==> config.mk <==
export PLATFORM = sky130hd
export DESIGN_NAME = histogram_builder
export DESIGN_NICKNAME = d
export VERILOG_FILES = /design/src/rtl/hist_pkg.sv /design/src/rtl/histogram_rmw.sv /design/src/rtl/histogram_builder.sv
export SDC_FILE = /design/constraint.sdc
export NUM_CORES = 1
export LEC_CHECK = 0
export CAP_MARGIN = 10
export CORE_ASPECT_RATIO = 2
export CORE_UTILIZATION = 53
export CTS_CLUSTER_SIZE = 28
export DETAILED_ROUTE_END_ITERATION = 12
export MAX_ROUTING_LAYER = met4
export PLACE_DENSITY = 0.8
export REMOVE_ABC_BUFFERS = 1
export SLEW_MARGIN = 20
export SYNTH_ARGS = -nofsm -noshare
export SYNTH_HDL_FRONTEND = slang
export SYNTH_SLANG_ARGS = --single-unit
==> constraint.sdc <==
create_clock -name iClk -period 4 [get_ports iClk]
set_input_delay 0.8 -clock iClk [delete_from_list [all_inputs] [get_ports iClk]]
set_output_delay 0.8 -clock iClk [all_outputs]
set_load 0.01 [all_outputs]
==> src/rtl/hist_pkg.sv <==
// rtl/hist_pkg.sv - shared constants and state type for the histogram blocks
package hist_pkg;

  localparam int BIN_COUNT = 256;
  localparam int PIX_W     = 8;
  localparam int BIN_W     = 20;

  typedef enum logic [2:0] {
    ST_IDLE,
    ST_CLEAR,
    ST_ACCUM,
    ST_DRAIN,
    ST_DONE
  } hist_state_t;

endpackage

==> src/rtl/histogram_rmw.sv <==
// rtl/histogram_rmw.sv - bin read-modify-write stage with one-deep forwarding and saturation
module histogram_rmw
  import hist_pkg::*;
#(
  parameter int CNT_W = BIN_W
) (
  input  logic             clk,
  input  logic             rst_n,
  input  logic             acc_valid,
  input  logic [PIX_W-1:0] acc_bin,
  input  logic             clr_valid,
  input  logic [PIX_W-1:0] clr_addr,
  input  logic [CNT_W-1:0] q_rd,
  output logic             we,
  output logic [PIX_W-1:0] addr_wr,
  output logic [CNT_W-1:0] data_wr
);

  localparam logic [CNT_W-1:0] CNT_MAX = '1;

  logic             clr_q;
  logic             fwd_valid;
  logic [PIX_W-1:0] fwd_addr;
  logic [CNT_W-1:0] fwd_val;
  logic [CNT_W-1:0] base;

  // The RAM returns stale data when last cycle's write hit the same bin, so reuse that write.
  assign base = (fwd_valid && (fwd_addr == addr_wr)) ? fwd_val : q_rd;

  always_comb begin
    data_wr = '0;
    if (we && !clr_q) begin
      data_wr = (base == CNT_MAX) ? CNT_MAX : base + CNT_W'(1);
    end
  end

  always_ff @(posedge clk or negedge rst_n) begin
    if (!rst_n) begin
      we        <= 1'b0;
      clr_q     <= 1'b0;
      addr_wr   <= '0;
      fwd_valid <= 1'b0;
      fwd_addr  <= '0;
      fwd_val   <= '0;
    end else begin
      we    <= acc_valid || clr_valid;
      clr_q <= clr_valid;
      if (clr_valid) begin
        addr_wr <= clr_addr;
      end else if (acc_valid) begin
        addr_wr <= acc_bin;
      end
      fwd_valid <= we && !clr_q;
      fwd_addr  <= addr_wr;
      fwd_val   <= data_wr;
    end
  end

endmodule

==> src/rtl/histogram_builder.sv <==
// rtl/histogram_builder.sv - grey-level histogram: clear, accumulate a frame, then signal done
module histogram_builder #(
  parameter int PIXELS_PER_FRAME = 307200,
  parameter int BIN_W            = hist_pkg::BIN_W
) (
  input  logic             iClk,
  input  logic             iRst_n,
  input  logic             iStart,
  input  logic [7:0]       iPixel,
  input  logic             iPixelValid,
  output logic             oReady,
  output logic [7:0]       oAddrRd,
  input  logic [BIN_W-1:0] iQRd,
  output logic [7:0]       oAddrWr,
  output logic [BIN_W-1:0] oDataWr,
  output logic             oWE,
  output logic             oBusy,
  output logic             oDone
);

  import hist_pkg::*;

  localparam int                PCNT_W   = $clog2(PIXELS_PER_FRAME + 1);
  localparam logic [PCNT_W-1:0] LAST_PIX = PCNT_W'(PIXELS_PER_FRAME - 1);
  localparam logic [PIX_W-1:0]  LAST_BIN = PIX_W'(BIN_COUNT - 1);

  hist_state_t       state;
  logic [PIX_W-1:0]  clr_cnt;
  logic [PCNT_W-1:0] pix_cnt;
  logic              accept;
  logic              clr_valid;
  logic [PIX_W-1:0]  clr_addr;

  assign accept  = oReady && iPixelValid;
  assign oAddrRd = accept ? iPixel : '0;

  // A start always wins: it replaces any pending pixel write with the first clear write.
  always_comb begin
    clr_valid = 1'b0;
    clr_addr  = '0;
    if (iStart) begin
      clr_valid = 1'b1;
    end else if (state == ST_CLEAR && clr_cnt != LAST_BIN) begin
      clr_valid = 1'b1;
      clr_addr  = clr_cnt + 1'b1;
    end
  end

  always_ff @(posedge iClk or negedge iRst_n) begin
    if (!iRst_n) begin
      state   <= ST_IDLE;
      clr_cnt <= '0;
      pix_cnt <= '0;
      oReady  <= 1'b0;
      oBusy   <= 1'b0;
      oDone   <= 1'b0;
    end else begin
      oDone <= 1'b0;
      if (iStart) begin
        state   <= ST_CLEAR;
        clr_cnt <= '0;
        pix_cnt <= '0;
        oReady  <= 1'b0;
        oBusy   <= 1'b1;
      end else begin
        case (state)
          ST_IDLE: ;
          ST_CLEAR: begin
            if (clr_cnt == LAST_BIN) begin
              state  <= ST_ACCUM;
              oReady <= 1'b1;
            end else begin
              clr_cnt <= clr_cnt + 1'b1;
            end
          end
          ST_ACCUM: begin
            if (accept) begin
              pix_cnt <= pix_cnt + 1'b1;
              if (pix_cnt == LAST_PIX) begin
                state  <= ST_DRAIN;
                oReady <= 1'b0;
              end
            end
          end
          ST_DRAIN: begin
            state <= ST_DONE;
            oDone <= 1'b1;
          end
          ST_DONE: begin
            state <= ST_IDLE;
            oBusy <= 1'b0;
          end
          default: begin
            state  <= ST_IDLE;
            oReady <= 1'b0;
            oBusy  <= 1'b0;
          end
        endcase
      end
    end
  end

  histogram_rmw #(
    .CNT_W (BIN_W)
  ) u_rmw (
    .clk       (iClk),
    .rst_n     (iRst_n),
    .acc_valid (accept && !iStart),
    .acc_bin   (iPixel),
    .clr_valid (clr_valid),
    .clr_addr  (clr_addr),
    .q_rd      (iQRd),
    .we        (oWE),
    .addr_wr   (oAddrWr),
    .data_wr   (oDataWr)
  );

endmodule

### After elaboration in Yosys (flattened, before gate mapping)

Cells that the tools add are included.

* register bits after elaboration: 72
* input bits: 32
* output and inout bits: 40
* word-level logic and storage cells: 80

* add/sub/neg operators: 3
* equality and inequality tests: 16
* multiplexer cells: 30
* reduce and logical (&&, ||, !) cells: 19

Operators by type and width (number)
* $mux W8: 8
* $mux W20: 3
* $mux W19: 3
* $add A20 B1 Y20 const B: 1
* $eq A20 B20 Y1 const B: 1
* $add A19 B1 Y19 const B: 1
* $eq A19 B19 Y1 const B: 1
* $mux W3: 4
* $pmux W3 S4: 1
* $mux W1: 10
* $add A8 B1 Y8 const B: 1
* $eq A8 B8 Y1: 1
* $eq A8 B8 Y1 const B: 1
* $ne A8 B8 Y1 const B: 1
* $reduce_and A4 Y1: 2
* $reduce_bool A2 Y1: 4
* $eq A3 B2 Y1 const B: 2
* $ne A3 B3 Y1 const B: 2
* $logic_and A1 B1 Y1: 5
* $ne A2 B1 Y1 const B: 2
* $ne A2 B2 Y1 const B: 2
* $reduce_and A2 Y1: 2
* $reduce_or A4 Y1: 1
* $eq A3 B1 Y1 const B: 1
* other kinds (7): 8

### Logic depth before layout (Yosys ltp)

Gate-level depths: netlist (run 1).

* depth after elaboration: 6
* depth in mapped cells: 13
* mapped depth without buffers: 11

### By module

From an unflattened synthesis (run 1), not the netlist that was laid out.

* cells, all modules: 475
* area total of the unflattened synthesis: 4319.1 µm²

By module, submodules not included
* histogram_rmw: times used 1, cells each 249, area an instance 2359.8 µm², sequential area each 975.9 µm²
* histogram_builder: times used 1, cells each 226, area an instance 1959.4 µm², sequential area each 825.8 µm²

### Worst setup path before layout (run 1)

OpenSTA, ideal clock, no wires.

* kind: register to output
* from: register u_rmw.addr_wr[5]
* to: output port oDataWr[3]
* arrival: 2.952 ns
* required time: 3.200 ns
* path slack: 0.248 ns
* stages on the path, launching flop included: 12
* buffers on the path: 1
* path through: dfrtp_1 -> xnor2_1 -> nand4_1 -> nor3_1 -> buf_4 -> mux2_2 -> ha_1 -> inv_1 -> nor4_4 -> nand3_1 -> and3_1 -> a311oi_1

* word-level cells in the longest chain between the ends: 6
* elaborated cells between the ends (all ways): 7
* those cells by class: add/sub (1); eq/ne (2); mux (3); reduce/logical (1)

Ends and longest elaborated chain
* start: declaration: RTL line histogram_rmw.sv:15 `output logic [PIX_W-1:0] addr_wr,`
* start signal: assignment: RTL line histogram_rmw.sv:49 `addr_wr <= clr_addr;`
* start signal: assignment: RTL line histogram_rmw.sv:51 `addr_wr <= acc_bin;`
* $eq A8 B8 Y1 *: RTL line histogram_rmw.sv:28 `assign base = (fwd_valid && (fwd_addr == addr_wr)) ? fwd_val : q_rd;`
* $logic_and A1 B1 Y1 *: RTL line histogram_rmw.sv:28
* $mux W20 *: RTL line histogram_rmw.sv:28
* $add A20 B1 Y20 or $eq A20 B20 Y1 (tied branches): RTL line histogram_rmw.sv:33 `data_wr = (base == CNT_MAX) ? CNT_MAX : base + CNT_W'(1);`
* $mux W20 *: RTL line histogram_rmw.sv:33
* $mux W20 *: RTL line histogram_rmw.sv:32 `if (we && !clr_q) begin`
* end: declaration: RTL line histogram_builder.sv:15 `output logic [BIN_W-1:0] oDataWr,`

Every way passes the cells marked *; elsewhere a longest branch is shown, timed or not.

### Worst setup path after layout (run 1)

* from: register u_rmw.fwd_addr[7]
* to: output port oDataWr[16]

* word-level cells in the longest chain between the ends: 6
* elaborated cells between the ends (all ways): 7
* those cells by class: add/sub (1); eq/ne (2); mux (3); reduce/logical (1)

Ends and longest elaborated chain
* start: declaration: RTL line histogram_rmw.sv:23 `logic [PIX_W-1:0] fwd_addr;`
* start signal: assignment: RTL line histogram_rmw.sv:54 `fwd_addr <= addr_wr;`
* $eq A8 B8 Y1 *: RTL line histogram_rmw.sv:28
* $logic_and A1 B1 Y1 *: RTL line histogram_rmw.sv:28
* $mux W20 *: RTL line histogram_rmw.sv:28
* $add A20 B1 Y20 or $eq A20 B20 Y1 (tied branches): RTL line histogram_rmw.sv:33
* $mux W20 *: RTL line histogram_rmw.sv:33
* $mux W20 *: RTL line histogram_rmw.sv:32

Marked as above.

==> flow_metrics.py, run 1 <==
metrics = {
    "sta": {
        "fin_crit_ns": 3.88,
        "setup-violations-final": 0,
        "finalSetupTns_ns": 0,
        "whs_ns": 0.302,
        "period_share_pct": 97.1,
        "max_freq_ghz": 0.257,
        "hold_viol": 0,
        "slew_viol_final": 0,
        "tightest_slew_ns": 0.644,
        "fin_skew_ns": 0.00725,
        "relSlewSlack_pct": 57.1,
    },
    "setup_path": {
        "reg2reg_setup_slack_ns": 1.13,
        "crit_path_top_delay_cell": "dfrtp_1",
        "cpPeakStageDelay_ns": 0.39,
        "timing.rr.start": "u_rmw.fwd_addr[7]",
        "start_kind": "flop",
        "worstPathMaxFanout": 3,
        "reg2reg_depth": 14,
        "path_class": "reg2out",
        "crit_arrival_ns": 3.08,
        "r2r-end": "u_rmw.fwd_val[16]",
        "path_cells": "xnor2_2, nand4_1, nor3_4, mux2_4, ha_4, inv_2, nor4_4, buf_4, and2_2, a211oi_1, a21oi_1, nor2_1, clkbuf_2",
        "critical_path.top_delay_family": "simple AND/OR/NAND/NOR gates",
        "cp.required_ns": 3.20,
        "cp-end-kind": "primary output",
        "path_buf_inv": 3,
    },
    "synth": {
        "synth_largest_area_cell": "dfrtp_1",
        "synth.distinct_cells": 56,
        "netlist_area_sq_um": 4160,
        "synth_area_leaders": "dfrtp_1 43%, xnor2_1 5.7%, xor2_1 5.3%, mux2i_1 4.1%, nor2_1 3.8%",
        "seq_area_frac_synth_pct": 43.3,
        "synthCells": 438,
        "synth-edff-count": 0,
        "syn_avg_cell_area_sq_um": 9.50,
        "synth_seq_cells": 72,
        "synth.top_cell.area_share_pct": 43.3,
        "ys_warn_count": 0,
        "ys.flop_type": "dfrtp_1",
        "async_flop_share_pct": 100,
    },
    "placed_design": {
        "io_buffers": 71,
        "gp_congestion": 0.960,
        "dp_hpwl_um": 8800,
        "dp.cells": 626,
    },
    "global_routing": {
        "grt_usage_pct": 32.2,
        "overflow": 0,
        "first_global_vias": 3959,
        "grt_max_degree": 36,
        "antenna_found_initial": 0,
        "grt_pass1_wl_um": 18800,
    },
    "floorplan": {
        "fp.dieW_um": 64.7,
        "io_pins": 72,
        "num_rows": 45,
        "die_area_sq_um": 8230,
        "initial_core_util_pct": 54.7,
        "core_sq_um": 7600,
        "die_h_um": 127,
    },
    "cts": {
        "clock_path_buffers": 2,
        "clkTransAtPathRegs_ns": 0.05,
        "tritoncts": "built",
        "htreeDepth": 3,
        "cts_made_buffers": 9,
        "hold_buffers": 0,
        "cts.sinks": 72,
        "root_buffer": "clkbuf_16",
        "clk_latency_ns": 0.33,
    },
    "routing": {
        "postRouteWirelength_um": 12200,
        "first_pass_iters": 5,
        "dr_total_vias": 3852,
        "routedWlPerCell_um": 18.9,
        "drc": 0,
        "vias_per_cell": 5.95,
        "final_antenna_net_count": 0,
        "drt_iter0_markers": 214,
    },
    "final_layout": {
        "drive_above_1_share_pct": 24.1,
        "mostFrequentLayoutCells": "72 x dfrtp_1, 50 x clkdlybuf4s50_1, 46 x buf_4",
        "layout.nets": 587,
        "final_common_cell": "dfrtp_1",
        "stdcell_count": 647,
        "final_core_util_pct": 74.4,
        "fillers": 566,
        "n_antenna_cell": 0,
        "area_growth_pct": 35.8,
    },
    "power_and_ir_drop": {
        "powerDensity_nw_per_um2": 502,
        "max-vdd-ir-drop_uv": 453,
        "cellLeakagePower_nw": 2.45,
    },
    "hold_path": {
        "hp-class": "in2async",
    },
    "flow_run": {
        "cap_violations": 0,
    },
    "outcome": {
        "status": "finished, final reports clean",
    },
}
-- worst register-to-register path, cell delays in order, from the launching register on --
cell and delay (ns):
dfrtp_1 0.39, xnor2_2 0.22, nand4_1 0.17, nor3_4 0.25, mux2_4 0.35, ha_4 0.17, inv_2 0.09, nor4_4 0.05
buf_4 0.16, and2_2 0.21, a211oi_1 0.25, a21oi_1 0.08, nor2_1 0.18, buf_4 0.15, buf_4 0.09
-- sequential cells by signal (all words and copies together) (netlist names), 3 cells and up --
signal	count
u_rmw.addr_wr	8
pix_cnt	19
u_rmw.fwd_addr	8
u_rmw.fwd_val	20
state	3
clr_cnt	8
-- area by class of cell --
cell class	count	area, sq um	share of cell area, %
timing repair buffer	121	1040	18.4
multi-input combinational	336	2400	42.5
tap	94	118	2.08
inverter	12	45.0	0.797
clock buffer	10	239	4.23
sequential	72	1800	31.9
clock inverter	2	10.0	0.177
-- cell families (layout without fill, tap and decap cells) --
kind of cell,Yosys count,after routing,share of synthesized area [%]
compound gates,75,75,12.1
xor+xnor,52,52,10.9
flops,72,72,43.3
buf+inv,30,145,3.46
simple gates,184,184,23.8
mux,22,22,5.44
fa+ha+maj,3,3,0.902
-- layer usage --
metal	global-route usage [%]	share of wire (%)	vias up
li1	-	-	1806
met1	28.2	34	1887
met2	59.6	57	115
met3	6.88	3.2	44
met4	20.1	6.2	0
met5	-	0	-
-- how the worst max path moves through the flow --
stage	startpoint	end	slack (ns)	cells after the start
6_report	u_rmw.fwd_addr[7]	oDataWr[16]	0.12	13
5_1_grt	u_rmw.addr_wr[7]	oDataWr[16]	-0.01	14
4_1_cts	u_rmw.fwd_addr[2]	oDataWr[14]	-0.006	15
3_5_place_dp	iQRd[0]	oDataWr[9]	-0.21	11
3_3_place_gp	iQRd[0]	oDataWr[14]	-0.16	11
2_1_floorplan	u_rmw.addr_wr[5]	oDataWr[3]	-0.61	10
-- Yosys cell counts (2+ instances only) --
master and number:
dfrtp_1 72, nor2_1 42, nand2_1 31, nand3_1 31
xnor2_1 27, a21oi_1 25, xor2_1 25, and3_1 22
mux2i_1 17, nand4_1 17, a211oi_1 15, inv_1 12
o21ai_0 12, clkbuf_1 9, nor3_1 6, mux2_2 5
and2_1 4, nand2b_1 4, nor4_1 4, o21a_1 4
or3_1 4, a31oi_1 3, buf_2 3, buf_4 3
ha_1 3, a21o_1 2, and4_1 2, buf_6 2
nor2b_1 2, nor3_2 2, nor4_2 2, nor4b_1 2
-- where the power goes --
part	internal, mW	switching, mW	total (mW)
clock	0.419	0.269	0.688
combinational	0.518	0.593	1.11
sequential	0.878	0.159	1.04
-- per-stage QoR --
step	instance area [sq um]	worst slack, ns	power [mW]
after floorplan	4060	-0.606	1.53
after global placement	5210	-0.160	2.04
after detailed placement	5210	-0.213	2.07
after CTS	5550	-0.00644	2.79
after global routing	5650	-0.0150	2.99
final	5650	0.116	2.84
-- repair_timing --
item | in CTS | in global routing
resized for setup | 96 | 16
endpoints found under the setup margin | 20 | 20
cloned | 0 | 1
setup buffers | 5 | 4
pin swaps | 11 | 10
No activity file was read; power rests on OpenSTA's default activity.
==> run 2: changes to the inputs <==
Settings changed: CORE_UTILIZATION 53 to 48, PLACE_DENSITY 0.8 to 0.76.
Clock period 4 ns to 3.5 ns, I/O delays scaled along.
==> run 2 against run 1 <==
Against the previous run:
- the flow now finishes with violations (setup timing)
- clock-buffer cell count shrank 1
- sequential cell count is the same
- worst setup slack lost 0.46 ns
- register-to-register slack lost 0.57 ns
- routed wire length shrank 3.6%
- clock power grew 25%
- largest cell class unchanged
==> flow_metrics.py, run 2 (same netlist as run 1, synthesis figures left out) <==
metrics = {
    "routing": {
        "drc": 0,
        "routedWlPerCell_um": 17.5,
        "postRouteWirelength_um": 11800,
        "final_antenna_net_count": 0,
        "vias_per_cell": 5.74,
        "dr_total_vias": 3865,
        "drt_iter0_markers": 216,
        "first_pass_iters": 4,
    },
    "sta": {
        "relSlewSlack_pct": 59.4,
        "slew_viol_final": 0,
        "whs_ns": 0.372,
        "period_share_pct": 110,
        "max_freq_ghz": 0.260,
        "fin_crit_ns": 3.84,
        "rsz0062_at_grt": "yes",
        "finalSetupTns_ns": -4.51,
        "hold_viol": 0,
        "tightest_slew_ns": 0.609,
        "final.setup.worst_slack_ns": -0.342,
        "setup-violations-final": 20,
        "fin_skew_ns": 0.00577,
    },
    "cts": {
        "hold_buffers": 0,
        "cts.sinks": 72,
        "root_buffer": "clkbuf_16",
        "clock_path_buffers": 2,
        "htreeDepth": 3,
        "clkTransAtPathRegs_ns": 0.06,
        "clk_latency_ns": 0.34,
        "cts_made_buffers": 9,
        "tritoncts": "built",
    },
    "global_routing": {
        "grt_pass1_wl_um": 19000,
        "grt_usage_pct": 29.3,
        "first_global_vias": 4118,
        "overflow": 0,
        "antenna_found_initial": 0,
        "grt_max_degree": 31,
    },
    "floorplan": {
        "core_sq_um": 8350,
        "num_rows": 47,
        "initial_core_util_pct": 49.8,
        "fp.dieW_um": 67.8,
        "io_pins": 72,
        "die_area_sq_um": 9070,
        "die_h_um": 134,
    },
    "power_and_ir_drop": {
        "max-vdd-ir-drop_uv": 637,
        "powerDensity_nw_per_um2": 579,
        "cellLeakagePower_nw": 2.54,
    },
    "placed_design": {
        "dp_hpwl_um": 8530,
        "post-place-ws_ns": -0.507,
        "io_buffers": 71,
        "dp.cells": 644,
        "gp_congestion": 0.974,
    },
    "setup_path": {
        "path_class": "reg2out",
        "reg2reg_depth": 15,
        "reg2reg_setup_slack_ns": 0.56,
        "crit_arrival_ns": 3.14,
        "cpPeakStageDelay_ns": 0.41,
        "start_kind": "flop",
        "path_cells": "xnor2_2, nand4_1, nor3_4, mux2_4, ha_4, inv_4, nor4_4, buf_4, a41oi_2, or3_4, o311ai_2, a211oi_2, buf_2",
        "worstPathMaxFanout": 6,
        "cp-end-kind": "primary output",
        "crit_path_top_delay_cell": "dfrtp_1",
        "cp.required_ns": 2.80,
    },
    "final_layout": {
        "layout.nets": 605,
        "largest-register": "u_rmw.fwd_val",
        "area_growth_pct": 40.0,
        "top_regs": "u_rmw.fwd_val x20, pix_cnt x19",
        "largest_register_ffs": 20,
        "n_antenna_cell": 0,
        "regArea_sq_um": 1800,
        "final_core_util_pct": 69.8,
        "stdcell_count": 673,
        "drive_above_1_share_pct": 27.8,
        "mostFrequentLayoutCells": "72 x dfrtp_1, 67 x buf_4, 50 x clkdlybuf4s50_1",
        "fillers": 625,
        "multi_input_area_sq_um": 2430,
        "final_common_cell": "dfrtp_1",
    },
    "outcome": {
        "violations": "setup timing",
        "status": "finished with violations",
    },
    "flow_run": {
        "cap_violations": 0,
    },
    "hold_path": {
        "hp-class": "in2async",
    },
}
[run 2: cell types whose count changed in the layout (fill, tap and decap cells not counted), moves of 2 or more]
cell,previous run,this run
a21oi_4,0,3
buf_4,46,67
buf_2,17,19
clkinv_4,0,4
a21oi_2,14,12
clkbuf_2,2,0
[run 2: per-layer routing]
layer  global-route usage (%)  up-vias  share of wire (%)
met1                     27.9     1862                 35
met2                     50.3      128                 56
li1                         -     1833                  -
met3                     7.19       42                4.7
met4                     17.7        0                4.2
met5                        -        -                  0
[run 2: worst paths after layout]
kind	startpoint	endpoint
max in group asynchronous	iRst_n	u_rmw.fwd_addr[2]
min	iRst_n	u_rmw.fwd_val[7]
min in group iClk	u_rmw.addr_wr[7]	u_rmw.fwd_addr[7]
max reg2reg	u_rmw.addr_wr[2]	u_rmw.fwd_val[16]
min reg2reg	u_rmw.addr_wr[7]	u_rmw.fwd_addr[7]
max	u_rmw.addr_wr[2]	oDataWr[18]
[run 2: worst max-delay path: cells and delay by family (launching register included)]
family                   cells  cell delay, ns
buffers and inverters        3            0.41
flip-flops                   1            0.41
XOR/XNOR                     1            0.21
AND/OR/NAND/NOR              4            1.15
AO/OA/AOI/OAI                3            0.26
multiplexers                 1            0.21
adder cells (fa/ha/maj)      1            0.14
[run 2: cell type report]
class / count / share of cell area (%)
clock buffers: 9 / 3.87
clock inverters: 7 / 0.966
inverters: 12 / 0.816
multi-input cells: 336 / 41.7
flip-flops and latches: 72 / 30.9
well taps: 98 / 2.10
repair buffers: 139 / 19.6
[run 2: where the power goes]
| part | internal [mW] | switching [mW] |
|---|---|---|
| Sequential | 1.00 | 0.176 |
| Combinational | 0.639 | 0.696 |
| Clock | 0.485 | 0.375 |
[run 2: stage by stage]
step	cell area, sq um	total power, mW
2_1_floorplan	4060	1.74
3_3_place_gp	5310	2.35
3_5_place_dp	5310	2.38
4_1_cts	5750	3.34
5_1_grt	5830	3.56
6_report	5830	3.37
[run 2: what timing repair did]
item	CTS	global route
pin swaps	18	13
buffers inserted	9	4
gates resized for setup	118	8
setup endpoints to repair	20	20
==> run 3: changes to the inputs <==
Settings changed: CAP_MARGIN 10 to not set.
==> results of run 3 <==
Same layout as run 2: the final DEF is identical, and so are final timing and power.
